==> src/rtl/ram_master_if.sv <==
// Core-side request/response channel and RAM-side bus of ram_master.
// The master modport is the block's view; slave is the core/RAM side.
interface ram_master_if #(
    parameter int ADDR_W = 10,
    parameter int DATA_W = 32,
    parameter int LEN_W  = 10
);
    logic              req_valid;
    logic              req_ready;
    logic [1:0]        req_op;
    logic [ADDR_W-1:0] req_addr;
    logic [DATA_W-1:0] req_data;
    logic [LEN_W-1:0]  req_len;
    logic              rsp_valid;
    logic              rsp_ready;
    logic [DATA_W-1:0] rsp_data;
    logic              rsp_err;
    logic              busy;
    logic [ADDR_W-1:0] ram_addr;
    logic              ram_write;
    logic [DATA_W-1:0] ram_value;
    logic [DATA_W-1:0] ram_result;

    modport master (
        input  req_valid, req_op, req_addr, req_data, req_len, rsp_ready, ram_result,
        output req_ready, rsp_valid, rsp_data, rsp_err, busy, ram_addr, ram_write, ram_value
    );

    modport slave (
        output req_valid, req_op, req_addr, req_data, req_len, rsp_ready, ram_result,
        input  req_ready, rsp_valid, rsp_data, rsp_err, busy, ram_addr, ram_write, ram_value
    );
endinterface

==> src/rtl/ram_master.sv <==
// RAM bus initiator: single read/write, block fill and illegal-op responses.
// Define RAM_MASTER_READBACK_EN to read back and compare every single write.
module ram_master #(
    parameter int ADDR_W = 10,
    parameter int DATA_W = 32,
    parameter int LEN_W  = 10
) (
    input logic          clock,
    input logic          reset,
    ram_master_if.master bus
);

`ifdef RAM_MASTER_READBACK_EN
    typedef enum logic [2:0] {IDLE, ACCESS, FILL, VERIFY, RESP} state_t;
`else
    typedef enum logic [1:0] {IDLE, ACCESS, FILL, RESP} state_t;
`endif

    typedef enum logic [1:0] {
        OP_READ    = 2'b00,
        OP_WRITE   = 2'b01,
        OP_FILL    = 2'b10,
        OP_ILLEGAL = 2'b11
    } op_t;

    state_t            state, state_n;
    logic [ADDR_W-1:0] addr_q, addr_n;
    logic              write_q, write_n;
    logic [DATA_W-1:0] value_q, value_n;
    logic [DATA_W-1:0] rsp_data_q, rsp_data_n;
    logic              rsp_err_q, rsp_err_n;
    logic              is_write_q, is_write_n;
    logic [LEN_W-1:0]  cnt_q, cnt_n;
    logic [LEN_W-1:0]  len_q, len_n;

    // NOTE: every always_comb target gets a default first so no path infers a latch.
    always_comb begin
        state_n    = state;
        addr_n     = addr_q;
        write_n    = write_q;
        value_n    = value_q;
        rsp_data_n = rsp_data_q;
        rsp_err_n  = rsp_err_q;
        is_write_n = is_write_q;
        cnt_n      = cnt_q;
        len_n      = len_q;

        unique case (state)
            IDLE: begin
                write_n = 1'b0;
                if (bus.req_valid) begin
                    unique case (op_t'(bus.req_op))
                        OP_READ: begin
                            state_n    = ACCESS;
                            addr_n     = bus.req_addr;
                            is_write_n = 1'b0;
                        end
                        OP_WRITE: begin
                            state_n    = ACCESS;
                            addr_n     = bus.req_addr;
                            value_n    = bus.req_data;
                            write_n    = 1'b1;
                            is_write_n = 1'b1;
                        end
                        OP_FILL: begin
                            len_n = bus.req_len;
                            if (bus.req_len == '0) begin
                                state_n    = RESP;
                                rsp_data_n = '0;
                                rsp_err_n  = 1'b0;
                            end else begin
                                state_n = FILL;
                                addr_n  = bus.req_addr;
                                value_n = bus.req_data;
                                write_n = 1'b1;
                                cnt_n   = bus.req_len;
                            end
                        end
                        OP_ILLEGAL: begin
                            state_n    = RESP;
                            rsp_data_n = '0;
                            rsp_err_n  = 1'b1;
                        end
                    endcase
                end
            end
            ACCESS: begin
                write_n = 1'b0;
                if (is_write_q) begin
`ifdef RAM_MASTER_READBACK_EN
                    state_n = VERIFY;
`else
                    state_n    = RESP;
                    rsp_data_n = '0;
`endif
                end else begin
                    state_n    = RESP;
                    rsp_data_n = bus.ram_result;
                end
            end
            FILL: begin
                // cnt_q counts the write cycles still to run, including the current one.
                if (cnt_q == LEN_W'(1)) begin
                    state_n    = RESP;
                    write_n    = 1'b0;
                    rsp_data_n = DATA_W'(len_q);
                end else begin
                    cnt_n  = cnt_q - LEN_W'(1);
                    addr_n = addr_q + ADDR_W'(1);
                end
            end
`ifdef RAM_MASTER_READBACK_EN
            VERIFY: begin
                state_n    = RESP;
                rsp_data_n = bus.ram_result;
                rsp_err_n  = (bus.ram_result != value_q);
            end
`endif
            RESP: begin
                if (bus.rsp_ready) begin
                    state_n   = IDLE;
                    rsp_err_n = 1'b0;
                end
            end
            default: state_n = IDLE;
        endcase
    end

    // NOTE: sequential state uses non-blocking assignments only.
    always_ff @(posedge clock or posedge reset) begin
        if (reset) begin
            state      <= IDLE;
            addr_q     <= '0;
            write_q    <= 1'b0;
            value_q    <= '0;
            rsp_data_q <= '0;
            rsp_err_q  <= 1'b0;
            is_write_q <= 1'b0;
            cnt_q      <= '0;
            len_q      <= '0;
        end else begin
            state      <= state_n;
            addr_q     <= addr_n;
            write_q    <= write_n;
            value_q    <= value_n;
            rsp_data_q <= rsp_data_n;
            rsp_err_q  <= rsp_err_n;
            is_write_q <= is_write_n;
            cnt_q      <= cnt_n;
            len_q      <= len_n;
        end
    end

    assign bus.req_ready = (state == IDLE);
    assign bus.busy      = (state != IDLE);
    assign bus.rsp_valid = (state == RESP);
    assign bus.rsp_data  = rsp_data_q;
    assign bus.rsp_err   = rsp_err_q;
    assign bus.ram_addr  = addr_q;
    assign bus.ram_write = write_q;
    assign bus.ram_value = value_q;

endmodule

==> src/flat_wrapper.sv <==
// flat-port wrapper written by rule: the top's interface ports become plain ports
module ram_master_flat 
#(
    parameter int ADDR_W = 10,
    parameter int DATA_W = 32,
    parameter int LEN_W  = 10
)
  (clock, reset, bus_req_valid, bus_req_op, bus_req_addr, bus_req_data, bus_req_len, bus_rsp_ready, bus_ram_result, bus_req_ready, bus_rsp_valid, bus_rsp_data, bus_rsp_err, bus_busy, bus_ram_addr, bus_ram_write, bus_ram_value);
  ram_master_if #(.ADDR_W(ADDR_W), .DATA_W(DATA_W), .LEN_W(LEN_W)) bus_i ();
  input logic clock;
  input logic reset;
  input wire logic [$bits(bus_i.req_valid)-1:0] bus_req_valid;
  input wire logic [$bits(bus_i.req_op)-1:0] bus_req_op;
  input wire logic [$bits(bus_i.req_addr)-1:0] bus_req_addr;
  input wire logic [$bits(bus_i.req_data)-1:0] bus_req_data;
  input wire logic [$bits(bus_i.req_len)-1:0] bus_req_len;
  input wire logic [$bits(bus_i.rsp_ready)-1:0] bus_rsp_ready;
  input wire logic [$bits(bus_i.ram_result)-1:0] bus_ram_result;
  output wire logic [$bits(bus_i.req_ready)-1:0] bus_req_ready;
  output wire logic [$bits(bus_i.rsp_valid)-1:0] bus_rsp_valid;
  output wire logic [$bits(bus_i.rsp_data)-1:0] bus_rsp_data;
  output wire logic [$bits(bus_i.rsp_err)-1:0] bus_rsp_err;
  output wire logic [$bits(bus_i.busy)-1:0] bus_busy;
  output wire logic [$bits(bus_i.ram_addr)-1:0] bus_ram_addr;
  output wire logic [$bits(bus_i.ram_write)-1:0] bus_ram_write;
  output wire logic [$bits(bus_i.ram_value)-1:0] bus_ram_value;
  assign bus_i.req_valid = bus_req_valid;
  assign bus_i.req_op = bus_req_op;
  assign bus_i.req_addr = bus_req_addr;
  assign bus_i.req_data = bus_req_data;
  assign bus_i.req_len = bus_req_len;
  assign bus_i.rsp_ready = bus_rsp_ready;
  assign bus_i.ram_result = bus_ram_result;
  assign bus_req_ready = bus_i.req_ready;
  assign bus_rsp_valid = bus_i.rsp_valid;
  assign bus_rsp_data = bus_i.rsp_data;
  assign bus_rsp_err = bus_i.rsp_err;
  assign bus_busy = bus_i.busy;
  assign bus_ram_addr = bus_i.ram_addr;
  assign bus_ram_write = bus_i.ram_write;
  assign bus_ram_value = bus_i.ram_value;
  ram_master #(.ADDR_W(ADDR_W), .DATA_W(DATA_W), .LEN_W(LEN_W)) u_core (.clock(clock), .reset(reset), .bus(bus_i));
endmodule
==> config.mk <==
export PLATFORM = sky130hd
export DESIGN_NAME = ram_master_flat
export DESIGN_NICKNAME = d
export VERILOG_FILES = /design/src/rtl/ram_master_if.sv /design/src/rtl/ram_master.sv /design/src/flat_wrapper.sv
export SDC_FILE = /design/constraint.sdc
export NUM_CORES = 1
export LEC_CHECK = 0
export ABC_CLOCK_PERIOD_IN_PS = 4800
export CORE_MARGIN = 5
export CORE_UTILIZATION = 32
export DETAILED_ROUTE_END_ITERATION = 16
export SYNTH_ARGS = -nofsm -noshare
export SYNTH_HDL_FRONTEND = slang
export SYNTH_SLANG_ARGS = --single-unit
==> constraint.sdc <==
create_clock -name clock -period 4.8 [get_ports clock]
set_clock_uncertainty 0.15 [all_clocks]
set_input_delay 0.48 -clock clock [delete_from_list [all_inputs] [get_ports clock]]
set_output_delay 0.48 -clock clock [all_outputs]
set_load 0.02 [all_outputs]
# Word-level counts from Yosys, hierarchy flattened
# Index checks and enable logic that the tools add are counted.
[word_totals]
out_inout_bits = 79
elab_cells = 83
register_bits = 99
[classes]
mux = 35
addsub = 2
eq_ne = 18
n_reduce_logical = 19
[op_table]
columns = ["op", "count"]
rows = [
  ["$mux W32", 5],
  ["$pmux W32 S2", 2],
  ["$pmux W32 S3", 1],
  ["$mux W10", 7],
  ["$pmux W10 S2", 3],
  ["$reduce_and A5 Y1", 4],
  ["$add A10 B1 Y10 const B", 1],
  ["$eq A10 B1 Y1 const B", 1],
  ["$logic_not A10 Y1", 1],
  ["$ne A2 B2 Y1 const B", 5],
  ["$reduce_bool A2 Y1", 5],
  ["$sub A10 B1 Y10 const B", 1],
  ["$reduce_and A3 Y1", 3],
  ["$eq A2 B2 Y1 const B", 4],
  ["$pmux W1 S2", 4],
  ["$pmux W2 S4", 1],
  ["$mux W1", 7],
  ["$mux W2", 3],
  ["$ne A3 B2 Y1 const B", 2],
  ["$pmux W2 S3", 1],
  ["$eq A2 B1 Y1 const B", 2],
  ["$logic_not A2 Y1", 2],
  ["$ne A2 B1 Y1 const B", 2],
  ["$reduce_and A4 Y1", 1],
  ["6 further kinds", 6],
]

# Logic depth before layout (Yosys ltp)
[depth]
depth_word = 5
ltp_mapped = 9
depth_no_buf = 7

# Worst setup path before layout
# OpenSTA, ideal clock, no wires.
[synth_timing]
path_kind = "reg2reg"
startpoint = "register u_core.state[0]"
endpoint = "register u_core.addr_q[2], in the netlist u_core.bus.ram_addr[2]"
synth_period_minus_slack_ns = 2.408
setup_slack_ns = 2.392
arrival_time_ns = 2.188
required_ns = 4.581
path_buffers = 1
setup_ns = 0.069
stages_incl_launch_ff = 9
cell_sequence = "dfrtp_1 > inv_1 > ha_1 > inv_1 > nor2_1 > or3_1 > buf_2 > or4_1 > nand3_1"
[synth_via]
elab_chain_cells = 3
word_cells_on_any_way = 9
classes_between = "eq/ne (5); mux (1); reduce/logical (3)"
[synth_rtl]
columns = ["item", "line", "source"]
rows = [
  ["from (decl)", "ram_master.sv:26", "state_t state, state_n;"],
  ["from (signal assigned)", "ram_master.sv:142", "state <= state_n;"],
  ["$logic_not A2 Y1 (*)", "-", ""],
  ["named net bus_req_ready", "flat_wrapper.sv:19", "output wire logic [$bits(bus_i.req_ready)-1:0] bus_req_ready;"],
  ["$ne A3 B3 Y1 (no source line) (tied with other cells)", "-", ""],
  ["$reduce_and A5 Y1 (no source line)", "-", ""],
  ["to (signal assigned)", "ram_master.sv:143", "addr_q <= addr_n;"],
  ["to (decl)", "ram_master.sv:27", "logic [ADDR_W-1:0] addr_q, addr_n;"],
]
# Mark *: on every way through the listed nets, which the timed path passes. The rest lies on a longest branch.
# A chain may end at the register's enable or synchronous reset.

# Final worst setup path
[layout_timing]
startpoint = "register u_core.state[1]"
endpoint = "output port bus_busy"
[layout_via]
elab_chain_cells = 1
[layout_rtl]
columns = ["item", "line", "source"]
rows = [
  ["$reduce_bool A2 Y1", "ram_master.sv:155", "assign bus.busy = (state != IDLE);"],
  ["to (decl)", "flat_wrapper.sv:23", "output wire logic [$bits(bus_i.busy)-1:0] bus_busy;"],
]
# Every way passes these cells.

==> flow_summary_export.csv <==
group,metric,value,unit
status,outcome,"finished, final reports clean",
power,powerDensity,644.1,nW/um2
synthesis,synth_edf_count,0,
die,dieWidth,134.5,um
layout,syn2layout_area_growth,41.60,%
place,globalplace.congestion,0.8230,
synthesis,syn_avg_cell_area,10.85,um2
grt,grt_overflow,0,
die,die_y,134.5,um
critical_path,critical_path_buf_inv_count,3,
place,hpwlAfterDp,9.926,mm
die,initial_core_util,0.3263,
synthesis,synth_cell_types,57,
critical_path,critPathKind,"reg2out",
critical_path,critPathTopFamily,"buffers and inverters",
layout,diodes,0,
drt,via_per_inst,4.983,
power,p_leak,2.853,nW
cts,clk_latency,0.35,ns
place,io_buffers,168,
synthesis,syn-instance-count,457,
critical_path,arrival,2.24,ns
die,ios,169,
job,max_cap_violations,0,
drt,wirelength,13.55,mm
sta,worst_slack,1.930,ns
grt,grt_max_degree,71,
sta,max_clock_freq,348.4,MHz
synthesis,ys_warn_count,0,
cts,post_cts_resized,0,
drt,drcViolationCount,0,
grt,grt_pass1_vias,4125,
worst_hold_path,hp-class,"reg2reg",
die,rows,45,
critical_path,crit_path_end_kind,"primary output",
cts,htree_levels,3,
cts,clk_pin_slew,0.07,ns
synthesis,ys_seq_area_frac,0.4995,
layout,nFillCells,1405,
sta,fin_crit,2.870,ns
critical_path,cp_slowest_cell,"clkdlybuf4s50_1",
critical_path,crit_path_frequent_cell,"inv_1",
sta,min_period_over_period,0.5980,
sta,hold_viol,0,
synthesis,synthFlopType,"dfrtp_1",
drt,drt_first_iter_violations,208,
synthesis,ys_seq_elements,99,
layout,nets,713,
layout,drive_gt1_frac,0.1169,
place,dp_slack,1.666,ns
sta,max_slew.worst_pin.slew,1.120,ns
critical_path,path_cells,"inv_1 > ha_1 > inv_1 > clkdlybuf4s50_1",
synthesis,async_flop_share,1.000,
drt,ant_nets,0,
cts,clockBufferDepth,2,
cts,cts-buffers-inserted,9,
critical_path,start_kind,"flip-flop",
cts,post_cts_buffers,0,
grt,track_usage,0.1491,
cts,clockRootBuffer,"clkbuf_16",
die,die-area,18090,um2
grt,grt_pass1_wl,21.82,mm
power,irDropWorstVdd,304.6,uV
drt,first_pass_iters,4,
drt,wire_per_inst,16.86,um
sta,max-slew-margin-rel,0.2534,
cts,cts_tree,"yes",
sta,rsz0062_at_grt,"no",
layout,final_cell_mix,"168 x clkdlybuf4s50_1, 99 x dfrtp_1, 73 x nand2_1",
layout,layout_commonest_cell,"clkdlybuf4s50_1",
synthesis,syn_nets,558,
sta,final-max-slew-violation-count,0,
die,core_area,15200,um2
layout,final_util,0.4620,
synthesis,netlist_area,4960,um2
cts,clock_sinks,99,
cts,cts-hold-fix-buffers,0,
layout,regArea,2477,um2
layout,multi_input_area,2221,um2
critical_path,max_stage_delay,0.60,ns
critical_path,cp_max_fo,16,
sta,fin_setup_tns,0,ns
critical_path,required,4.17,ns
sta,setup_viol,0,
grt,grt_antenna_before_repair,0,
drt,vias,4006,
worst register-to-register path, cell delays in order, from the launching register on:
cell and delay, ns:
dfrtp_1 0.42, inv_1 0.09, ha_1 0.50, inv_1 0.27
o311ai_4 0.32, buf_4 0.65, nand2_1 0.19, o21ai_2 0.08
synthesized netlist by cell type (all sizes together) (2+ instances only):
cell type	instances	area share
nand2b	2	0.0025
o31ai	4	0.012
nor3	9	0.0091
clkbuf	12	0.0091
mux2	41	0.093
o211ai	2	0.0030
nand2	73	0.055
nor2	14	0.011
or3	4	0.0050
a41oi	7	0.014
inv	18	0.014
nand3b	2	0.0030
nand3	15	0.015
dfrtp	99	0.50
ha	11	0.028
and3	6	0.0076
a211o	2	0.0035
a22oi	10	0.015
o22a	6	0.011
o22ai	6	0.0076
nor4	4	0.012
a21oi	12	0.012
mux2i	2	0.0040
or4	7	0.013
a31oi	5	0.0063
o21ai	48	0.070
buf	17	0.030
or2	2	0.0025
o311ai	2	0.0071
stage by stage:
| step | area, um2 | total power, mW | cells | hold WS (ns) |
|---|---|---|---|---|
| 6_report | 7023 | 4.523 | 804 | 0.3257 |
| 5_1_grt | 7023 | 4.850 | 804 | 0.3466 |
| 4_1_cts | 7023 | 4.581 | 804 | 0.3316 |
| 3_5_place_dp | 6723 | 3.818 | 789 | 0.3149 |
| 3_3_place_gp | 6723 | 3.747 | 789 | 0.3101 |
| 2_1_floorplan | 4960 | 2.980 | 457 | 0.3007 |
report_power, final:
group | switching [mW] | total [mW] | leakage, nW | internal, mW
Combinational | 1.29 | 2.31 | 1.47 | 1.02
Clock | 0.335 | 0.743 | 0.144 | 0.409
Sequential | 0.267 | 1.47 | 1.24 | 1.20
per-layer routing:
layer  GRT usage  part of all wire
met4     0.03507             0.011
met3     0.04620             0.062
met2      0.2338              0.46
met1      0.2029              0.47
met5           0                 0
final timing paths:
path                                                startpoint                                    to  slack, ns  depth (start not counted)
max                                u_core.state[1]$_DFFE_PP0P_                              bus_busy       1.93                          4
min                        u_core.bus.rsp_data[11]$_DFFE_PP0P_   u_core.bus.rsp_data[11]$_DFFE_PP0P_       0.33                          2
max reg2reg                        u_core.state[1]$_DFFE_PP0P_    u_core.bus.rsp_data[7]$_DFFE_PP0P_       2.04                          7
min reg2reg                u_core.bus.rsp_data[11]$_DFFE_PP0P_   u_core.bus.rsp_data[11]$_DFFE_PP0P_       0.33                          2
max in group asynchronous                                reset    u_core.bus.rsp_data[3]$_DFFE_PP0P_       3.07                          3
min in group asynchronous                                reset  u_core.bus.ram_value[24]$_DFFE_PP0P_       0.53                          2
final cells by class:
cell class,count,area share
flip-flops and latches,99,0.3528
multi-input cells,311,0.3162
repair buffers,173,0.2448
well taps,188,0.03349
clock buffers,9,0.03207
clock inverters,6,0.01069
inverters,18,0.009977
registers in the layout (all words and copies together), names as in the netlist:
register and cells:
u_core.bus.ram_value 32, u_core.bus.rsp_data 32, u_core.bus.ram_addr 10, u_core.cnt_q 10, u_core.len_q 10, u_core.state 2
u_core.bus.ram_write 1, u_core.bus.rsp_err 1, u_core.is_write_q 1
cells by family after synthesis:
group / after synthesis / synth area share
mux: 43 / 0.09713
fa+ha+maj: 11 / 0.02775
flops: 99 / 0.4995
compound gates: 113 / 0.1774
buf+inv: 47 / 0.05272
simple gates: 144 / 0.1456
Note: power is estimated with default switching activity, not from simulation.
